===== config.mk =====
export PLATFORM = sky130hd
export DESIGN_NAME = cache_controller
export DESIGN_NICKNAME = d
export VERILOG_FILES = /design/src/rtl/cache_controller.sv
export SDC_FILE = /design/constraint.sdc
export NUM_CORES = 1
export LEC_CHECK = 0
export ABC_AREA = 1
export BUFFER_PORTS_ARGS = -buffer_cell sky130_fd_sc_hd__buf_4
export CAP_MARGIN = 20
export CORE_ASPECT_RATIO = 2
export CORE_MARGIN = 4
export CORE_UTILIZATION = 55
export DETAILED_ROUTE_END_ITERATION = 8
export GPL_ROUTABILITY_DRIVEN = 0
export GPL_TIMING_DRIVEN = 0
export PLACE_DENSITY_LB_ADDON = 0.1
export RECOVER_POWER = 25
export SLEW_MARGIN = 20
export SYNTH_ARGS = -nofsm -noshare
export SYNTH_HDL_FRONTEND = slang
export SYNTH_SLANG_ARGS = --single-unit
export TNS_END_PERCENT = 100

===== constraint.sdc =====
create_clock -name clk -period 4.8 [get_ports clk]
set_input_delay 0 -clock clk [delete_from_list [all_inputs] [get_ports clk]]
set_output_delay 0 -clock clk [all_outputs]
set_load 0.02 [all_outputs]

===== src/rtl/cache_controller.sv =====
// Direct-mapped, write-back, write-allocate cache controller: 8 lines x 32 bytes.
// The cache data lives in an external synchronous SRAM. Misses go to SDRAM over a byte-wide strobe port.
module cache_controller #(
  parameter int MEM_LAT = 2
) (
  input  logic        clk,
  input  logic        rst,
  input  logic [15:0] cpu_addr,
  input  logic        cpu_wr_rd,
  input  logic        cpu_cs,
  input  logic [7:0]  cpu_dout,
  output logic [7:0]  cpu_din,
  output logic        cpu_rdy,
  output logic [7:0]  sram_addr,
  output logic [7:0]  sram_din,
  output logic        sram_wen,
  input  logic [7:0]  sram_dout,
  output logic [15:0] mem_addr,
  output logic [7:0]  mem_din,
  output logic        mem_wr_rd,
  output logic        mem_mstrb,
  input  logic [7:0]  mem_dout
);

  localparam int LW = (MEM_LAT > 1) ? $clog2(MEM_LAT) : 1;
  localparam logic [LW-1:0] LAT_LAST = LW'(MEM_LAT - 1);

  typedef enum logic [3:0] {
    IDLE, COMPARE, WB_RD, WB_STB, WB_WAIT, AL_STB, AL_WAIT, ACCESS, DONE
  } state_t;

  state_t        state_q, state_d;
  logic          cs_q;
  logic [15:0]   addr_q, addr_d;
  logic          wr_q, wr_d;
  logic [7:0]    data_q, data_d;
  logic [4:0]    k_q, k_d;
  logic [LW-1:0] lat_q, lat_d;
  logic [7:0]    cpu_din_q, cpu_din_d;
  logic [7:0]    tag_q [8];
  logic [7:0]    tag_d [8];
  logic [7:0]    valid_q, valid_d;
  logic [7:0]    dirty_q, dirty_d;

  logic [7:0] req_tag;
  logic [2:0] req_idx;
  logic [4:0] req_off;
  logic       lat_done;

  assign req_tag  = addr_q[15:8];
  assign req_idx  = addr_q[7:5];
  assign req_off  = addr_q[4:0];
  assign lat_done = (lat_q == LAT_LAST);
  assign cpu_din  = cpu_din_q;

  always_ff @(posedge clk or posedge rst) begin
    if (rst) begin
      state_q   <= IDLE;
      cs_q      <= 1'b0;
      addr_q    <= '0;
      wr_q      <= 1'b0;
      data_q    <= '0;
      k_q       <= '0;
      lat_q     <= '0;
      cpu_din_q <= '0;
      tag_q     <= '{default: '0};
      valid_q   <= '0;
      dirty_q   <= '0;
    end else begin
      state_q   <= state_d;
      cs_q      <= cpu_cs;
      addr_q    <= addr_d;
      wr_q      <= wr_d;
      data_q    <= data_d;
      k_q       <= k_d;
      lat_q     <= lat_d;
      cpu_din_q <= cpu_din_d;
      tag_q     <= tag_d;
      valid_q   <= valid_d;
      dirty_q   <= dirty_d;
    end
  end

  always_comb begin
    state_d   = state_q;
    addr_d    = addr_q;
    wr_d      = wr_q;
    data_d    = data_q;
    k_d       = k_q;
    lat_d     = lat_q;
    cpu_din_d = cpu_din_q;
    tag_d     = tag_q;
    valid_d   = valid_q;
    dirty_d   = dirty_q;
    cpu_rdy   = (state_q == IDLE);
    sram_addr = '0;
    sram_din  = '0;
    sram_wen  = 1'b0;
    mem_addr  = '0;
    mem_din   = '0;
    mem_wr_rd = 1'b0;
    mem_mstrb = 1'b0;

    case (state_q)
      IDLE: begin
        // Only a fresh rising edge of cs starts work; a held-high cs is ignored.
        if (cpu_cs && !cs_q) begin
          addr_d  = cpu_addr;
          wr_d    = cpu_wr_rd;
          data_d  = cpu_dout;
          state_d = COMPARE;
        end
      end
      COMPARE: begin
        k_d = '0;
        if (valid_q[req_idx] && tag_q[req_idx] == req_tag)
          state_d = ACCESS;
        else if (valid_q[req_idx] && dirty_q[req_idx])
          state_d = WB_RD;
        else
          state_d = AL_STB;
      end
      WB_RD: begin
        sram_addr = {req_idx, k_q};
        state_d   = WB_STB;
      end
      WB_STB: begin
        mem_mstrb = 1'b1;
        mem_wr_rd = 1'b1;
        mem_addr  = {tag_q[req_idx], req_idx, k_q};
        mem_din   = sram_dout;
        lat_d     = '0;
        state_d   = WB_WAIT;
      end
      WB_WAIT: begin
        if (lat_done) begin
          k_d     = k_q + 5'd1;
          state_d = (k_q == 5'd31) ? AL_STB : WB_RD;
        end else begin
          lat_d = lat_q + LW'(1);
        end
      end
      AL_STB: begin
        mem_mstrb = 1'b1;
        mem_addr  = {req_tag, req_idx, k_q};
        lat_d     = '0;
        state_d   = AL_WAIT;
      end
      AL_WAIT: begin
        if (lat_done) begin
          // mem_dout is valid only in this last wait cycle.
          sram_wen  = 1'b1;
          sram_addr = {req_idx, k_q};
          sram_din  = mem_dout;
          k_d       = k_q + 5'd1;
          if (k_q == 5'd31) begin
            tag_d[req_idx]   = req_tag;
            valid_d[req_idx] = 1'b1;
            dirty_d[req_idx] = 1'b0;
            state_d          = ACCESS;
          end else begin
            state_d = AL_STB;
          end
        end else begin
          lat_d = lat_q + LW'(1);
        end
      end
      ACCESS: begin
        sram_addr = {req_idx, req_off};
        if (wr_q) begin
          sram_wen         = 1'b1;
          sram_din         = data_q;
          dirty_d[req_idx] = 1'b1;
        end
        state_d = DONE;
      end
      DONE: begin
        if (!wr_q)
          cpu_din_d = sram_dout;
        state_d = IDLE;
      end
      default: state_d = IDLE;
    endcase
  end

endmodule

### Word level (Yosys, flattened, before mapping)

Cells that the tools add are included.

| operators by class | value |
|---|---|
| muxes and demuxes | 40 |
| bitwise logic cells | 6 |
| equal/unequal tests | 16 |
| add/sub/neg operators | 2 |
| reductions and logical operators | 18 |
| order comparisons | 4 |

Operators by type and width:

| cell | number |
|---|---|
| $mux W8 | 10 |
| $bwmux W64 | 1 |
| $pmux W16 S2 | 1 |
| $pmux W4 S8 | 1 |
| $pmux W8 S2 | 2 |
| $bmux W8 S3 | 1 |
| $demux W8 S3 | 1 |
| $pmux W8 S3 | 1 |
| $eq A4 B3 Y1 const B | 4 |
| $or A8 B8 Y8 | 2 |
| $mux W4 | 3 |
| $pmux W5 S2 | 1 |
| $mux W3 | 3 |
| $and A8 B8 Y8 | 1 |
| $eq A4 B2 Y1 const B | 2 |
| $eq A8 B8 Y1 | 1 |
| $mux W1 | 8 |
| $ne A2 B2 Y1 const B | 4 |
| $not A8 Y8 | 1 |
| $bmux W1 S3 | 2 |
| $reduce_and A2 Y1 | 3 |
| $reduce_and A3 Y1 | 2 |
| $reduce_bool A2 Y1 | 3 |
| $add A5 B1 Y5 const B | 1 |
| 20 further kinds | 27 |

| storage, ports and cells | value |
|---|---|
| word-level logic and storage cells | 104 |
| register bits | 124 |

### Longest topological paths before layout

| depth | value |
|---|---|
| depth after elaboration | 9 |
| depth in mapped cells | 18 |
| gate-level depth less buffers | 17 |

### Worst setup path before layout

Ideal clock, no wire load.

| path | value |
|---|---|
| path kind | register -> output |
| start | register state_q[3] |
| end | output mem_addr[0] |
| path slack | 2857 ps |
| path buffers | 0 |
| data arrival time | 1943 ps |
| cell stages (with the launch flop) | 8 |
| cells stage by stage | dfrtp_1 > nor2_1 > inv_1 > nor2_1 > inv_1 > nand2_1 > inv_1 > nor2_1 |

| between the ends | value |
|---|---|
| word-level cells in the longest chain between the ends | 2 |
| elaborated cells on any way between the ends | 3 |
| classes of those cells | eq/ne: 2; mux: 1 |

RTL lines:

| what | line | text |
|---|---|---|
| start, declared | 32 | `state_t state_q, state_d;` |
| start signal, assigned | 70 | `state_q <= state_d;` |
| $eq A4 B3 Y1 or $eq A4 B2 Y1 (tied branches) | 104 | `case (state_q)` |
| $pmux W16 S2 * | 104 |  |
| end, declared | 18 | `output logic [15:0] mem_addr,` |

Mark *: on every way between the ends. The rest lies on a longest branch, timed or not.

### Worst setup path in the final report

| path | value |
|---|---|
| start | register state_q[3] |
| end | output mem_addr[12] |

Same word-level chain as after synthesis.

==> summary.md <==
Of all cell types, the one taking the most synthesized area is dfrtp_1. The portion of the clock cycle consumed by the worst path in the final layout came out at 0.5832. The logs give 4.288 nW for the leakage power and 0 for the antenna diode count. The logs give 29 for the number of distinct library cells after synthesis and 0.42 ns for the clock latency reported for the late side of the worst-skew pair. Along the worst path, the maximum fanout reaches 10. The peak per-stage delay on the critical path was 0.49 ns; the amount of wire on met2 after detailed routing was 9.982 mm. After detailed routing, the average wire length per cell comes to 16.68 um. The kind of cell adding the most delay to the critical path is buffers and inverters. TritonCTS built the clock tree. Ranked by total cell area, the synthesized netlist is headed by dfrtp_1 (50%), nand2_1 (16%), inv_1 (5.9%). After the last flow step, the layout net total stands at 1005. By count the netlist is led by nand2_1 (263), dfrtp_1 (124), inv_1 (98). In this run the mean area of a mapped cell was 7.643 sq um. For this design the top-level I/O count stands at 96. Buffers inserted during clock tree synthesis total 17. Synthesis inferred 124 register bits. For the worst setup margin, the log shows 2.001 ns.

The core occupancy in the finished layout is 0.7346, and the total power divided by cell area is 307.3 nW/um^2. The dominant combinational cell family by area after synthesis is simple AND/OR/NAND/NOR gates. After detailed routing, the met3 layer carries 882 um of wire. STA classifies the critical path startpoint as a register. The sequential share of the synthesized area was 0.5018. The longest clock path from root to sink contains 2 buffers. At the worst endpoint, the required time is 4.80 ns. Between clock sinks in the finished design, the worst skew comes to 0.007860 ns. The run gives 809 as the instance count of the mapped netlist. The area share of the leading cell type in the synthesized netlist is 0.5018.

The length of routed wiring on met1 was 6.662 mm. The maximum number of pins on one net before global-route repair is 85. STA puts the critical path data arrival time at 2.80 ns.

The run gives 13110 sq um as the die outline area. Type of the setup path with the least slack: register to primary output. After floorplanning, the core was divided into 54 placement rows.

The tools report the number of global-route vias before repair as 6143. Counting the fill cells in the layout gives 853. The tools report the post-cts gate resize count as 0. The checks that failed: max-capacitance violations, max-slew violations. The number of nets handed over by synthesis was 855.

The highest metal layer carrying signal wires in the routed design is met4. For the number of hold-slack violations in the final timing report, the log shows 0. The detailed router placed 5965 vias in this run. The die is 82.98 um wide. The run gives 0.5649 as the initial cell density of the core. The average via count per standard cell was 5.364; the final wirelength was 18.55 mm. The tools report the global routing usage summed across all routing layers as 0.2915. Timing analysis after detailed placement gives a worst setup slack of 2.497 ns. The simple-gate share of the synthesized area is 0.2606. The detail route stage leaves a number of antenna-violating nets equal to 0. Setup repair after global routing left no endpoint under its margin. The post-synthesis instance area was 6183 sq um; the share of cell area taken by muxes after synthesis was 0.001821.

For this design, the sink count on the clock tree is 124. The core region is 10950 sq um. The adder and majority cell fraction of the synthesized area came out at 0.004047. At the pin with the least slew margin, the transition time is 1.889 ns. The xor and xnor fraction of the mapped netlist area is 0, and the worst path buffer plus inverter count is 4. The first detailed-routing pass took 8 iterations. The fraction of final layout cells with drive strength greater than 1 works out to 0.1749. The worst setup path is captured at a primary output. The number of pins exceeding their max-slew limit in the final report was 41.

The first global-routing pass estimated 30.03 mm of wire. IR analysis of the VDD net gives a maximum drop of 285.8 uV. Setup violations remaining at the end of the flow were counted as 0.

For this run, the leading register cell type out of synthesis is dfrtp_1. For this run, the number of Yosys warnings is 0. Traced cell by cell, the critical path runs through nor2_1 > inv_1 > nor2_1 > inv_1 > clkbuf_1 > o22ai_1 > buf_4.

For the finished layout, the period the worst path requires is 2.799 ns. The CTS H-tree depth is 4, and the async set or reset register ratio after synthesis is 1.000. The initial antenna violation count was 0; the fmax was 0.3572 GHz.

The number of DRC markers in iteration 0 was 391. In the post-synthesis netlist, the cell with the most instances is nand2_1. The area growth from synthesis to layout is 30.03%. For this run, design rule violations remaining after detail routing come to 0. The run gives 1 as the number of violations of the max-capacitance limit. Detailed placement ended at an HPWL of 12.97 mm.

The tools report the total grt overflow as 0. The compound-cell area share of the yosys netlist was 0.1354; the number of buffers added on ports was 95. After routing, the total negative slack on setup checks comes to 0 ns. Root cell of the clock tree: clkbuf_16.

Clock-pin slew was measured on the worst setup and hold paths at 0.06 ns. The die is 158.0 um tall. The normalized max-slew margin came out at -0.2661. The flow ran to the end, but the final reports show violations. The number of synthesized flops with an enable pin came out at 0.

Among all stages on the critical path, the largest delay is contributed by nor2_1. Path class of the lowest-slack min-delay path: input port to register.
==> layout by cell type (no fill, tap or decap), types with 3 or more instances in the layout <==
| cell type | Yosys | routed |
|---|---|---|
| nand2_1 | 263 | 263 |
| dfrtp_1 | 124 | 124 |
| inv_1 | 98 | 97 |
| buf_4 | 5 | 90 |
| nor2_1 | 80 | 80 |
| o21ai_1 | 59 | 59 |
| o21ai_0 | 51 | 51 |
| dlygate4sd3_1 | 0 | 35 |
| a21oi_1 | 30 | 30 |
| nand3_1 | 19 | 19 |
| clkbuf_1 | 11 | 19 |
| clkbuf_16 | 0 | 17 |
| o22ai_1 | 12 | 12 |
| buf_2 | 9 | 9 |
| buf_6 | 7 | 7 |
| nand2_4 | 7 | 7 |
| inv_2 | 5 | 5 |
| nor2_4 | 5 | 5 |
| o211ai_1 | 4 | 4 |
| or2_2 | 4 | 4 |
| clkinv_4 | 0 | 4 |
| nor2_2 | 3 | 3 |
| bufinv_16 | 0 | 3 |
| clkinvlp_4 | 0 | 3 |
==> final timing paths <==
path                       depth (start not counted)                      to                   start  slack (ns)
hold / removal                                     2          cs_q$_DFF_PP0_                  cpu_cs        0.25
min in group asynchronous                          3  cpu_din[4]$_DFFE_PP0P_                     rst        0.62
max in group asynchronous                          4   tag_q[37]$_DFFE_PP0P_                     rst        3.08
setup reg to reg                                  16  state_q[2]$_DFFE_PP0P_   addr_q[6]$_DFFE_PP0P_        2.47
setup / recovery                                   7            mem_addr[12]  state_q[3]$_DFFE_PP0P_        2.00
hold reg to reg                                    2  valid_q[0]$_DFFE_PP0P_  valid_q[0]$_DFFE_PP0P_        0.45
==> stage by stage <==
stage | hold slack (ns) | power [W] | instances | instance area [sq um]
finish | 0.2517 | 0.002471 | 1112 | 8040
global placement | 0.1182 | 0.001127 | 1044 | 7072
detailed placement | 0.03545 | 0.001132 | 1045 | 7104
global route | 0.2650 | 0.002532 | 1112 | 8040
floorplan | 0.03143 | 0.001090 | 809 | 6183
CTS | 0.1589 | 0.002475 | 1112 | 8074
==> registers in the layout (all words and copies together), names as in the netlist, named ones only <==
name      count
lat_done      1
state_q       4
cpu_din       8
valid_q       8
k_q           5
wr_q          1
tag_q        64
data_q        8
cs_q          1
addr_q       16
==> cells by family (layout without fill, tap and decap cells) <==
| group | count (synthesis) | count (layout) |
|---|---|---|
| AND/OR/NAND/NOR | 387 | 387 |
| multiplexers | 1 | 1 |
| buffers and inverters | 136 | 299 |
| flip-flops | 124 | 124 |
| AO/OA/AOI/OAI | 159 | 159 |
| adder cells (fa/ha/maj) | 2 | 2 |
==> layer usage <==
metal,vias up,GRT usage
met2,236,0.5402
li1,2839,-
met1,2813,0.3070
met5,-,0
met3,77,0.06146
met4,0,0.1543
==> area by class of cell <==
cell class / instances / area [sq um] / share of cell area
Timing Repair Buffer: 131 / 1061 / 0.1320
Clock inverter: 13 / 166.4 / 0.02070
Multi-Input combinational cell: 549 / 2485 / 0.3091
Clock buffer: 19 / 452.9 / 0.05633
Tap cell: 140 / 175.2 / 0.02179
Buffer: 32 / 202.7 / 0.02521
Inverter: 104 / 394.1 / 0.04902
Sequential cell: 124 / 3103 / 0.3859
==> timing repair <==
| item | in CTS | in global routing |
|---|---|---|
| endpoints found under the hold margin | 74 | 0 |
| setup buffers | 0 | 0 |
| hold buffers | 35 | 0 |
==> where the power goes <==
group | switching, W | total, W | leakage, nW | internal (W)
Combinational | 0.0000411 | 0.0000901 | 2.45 | 0.0000490
Clock | 0.000489 | 0.00133 | 0.296 | 0.000846
Sequential | 0.000000124 | 0.00105 | 1.54 | 0.00105
Total | 0.000530 | 0.00247 | 4.29 | 0.00194
Note: power is estimated with default switching activity, not from simulation.
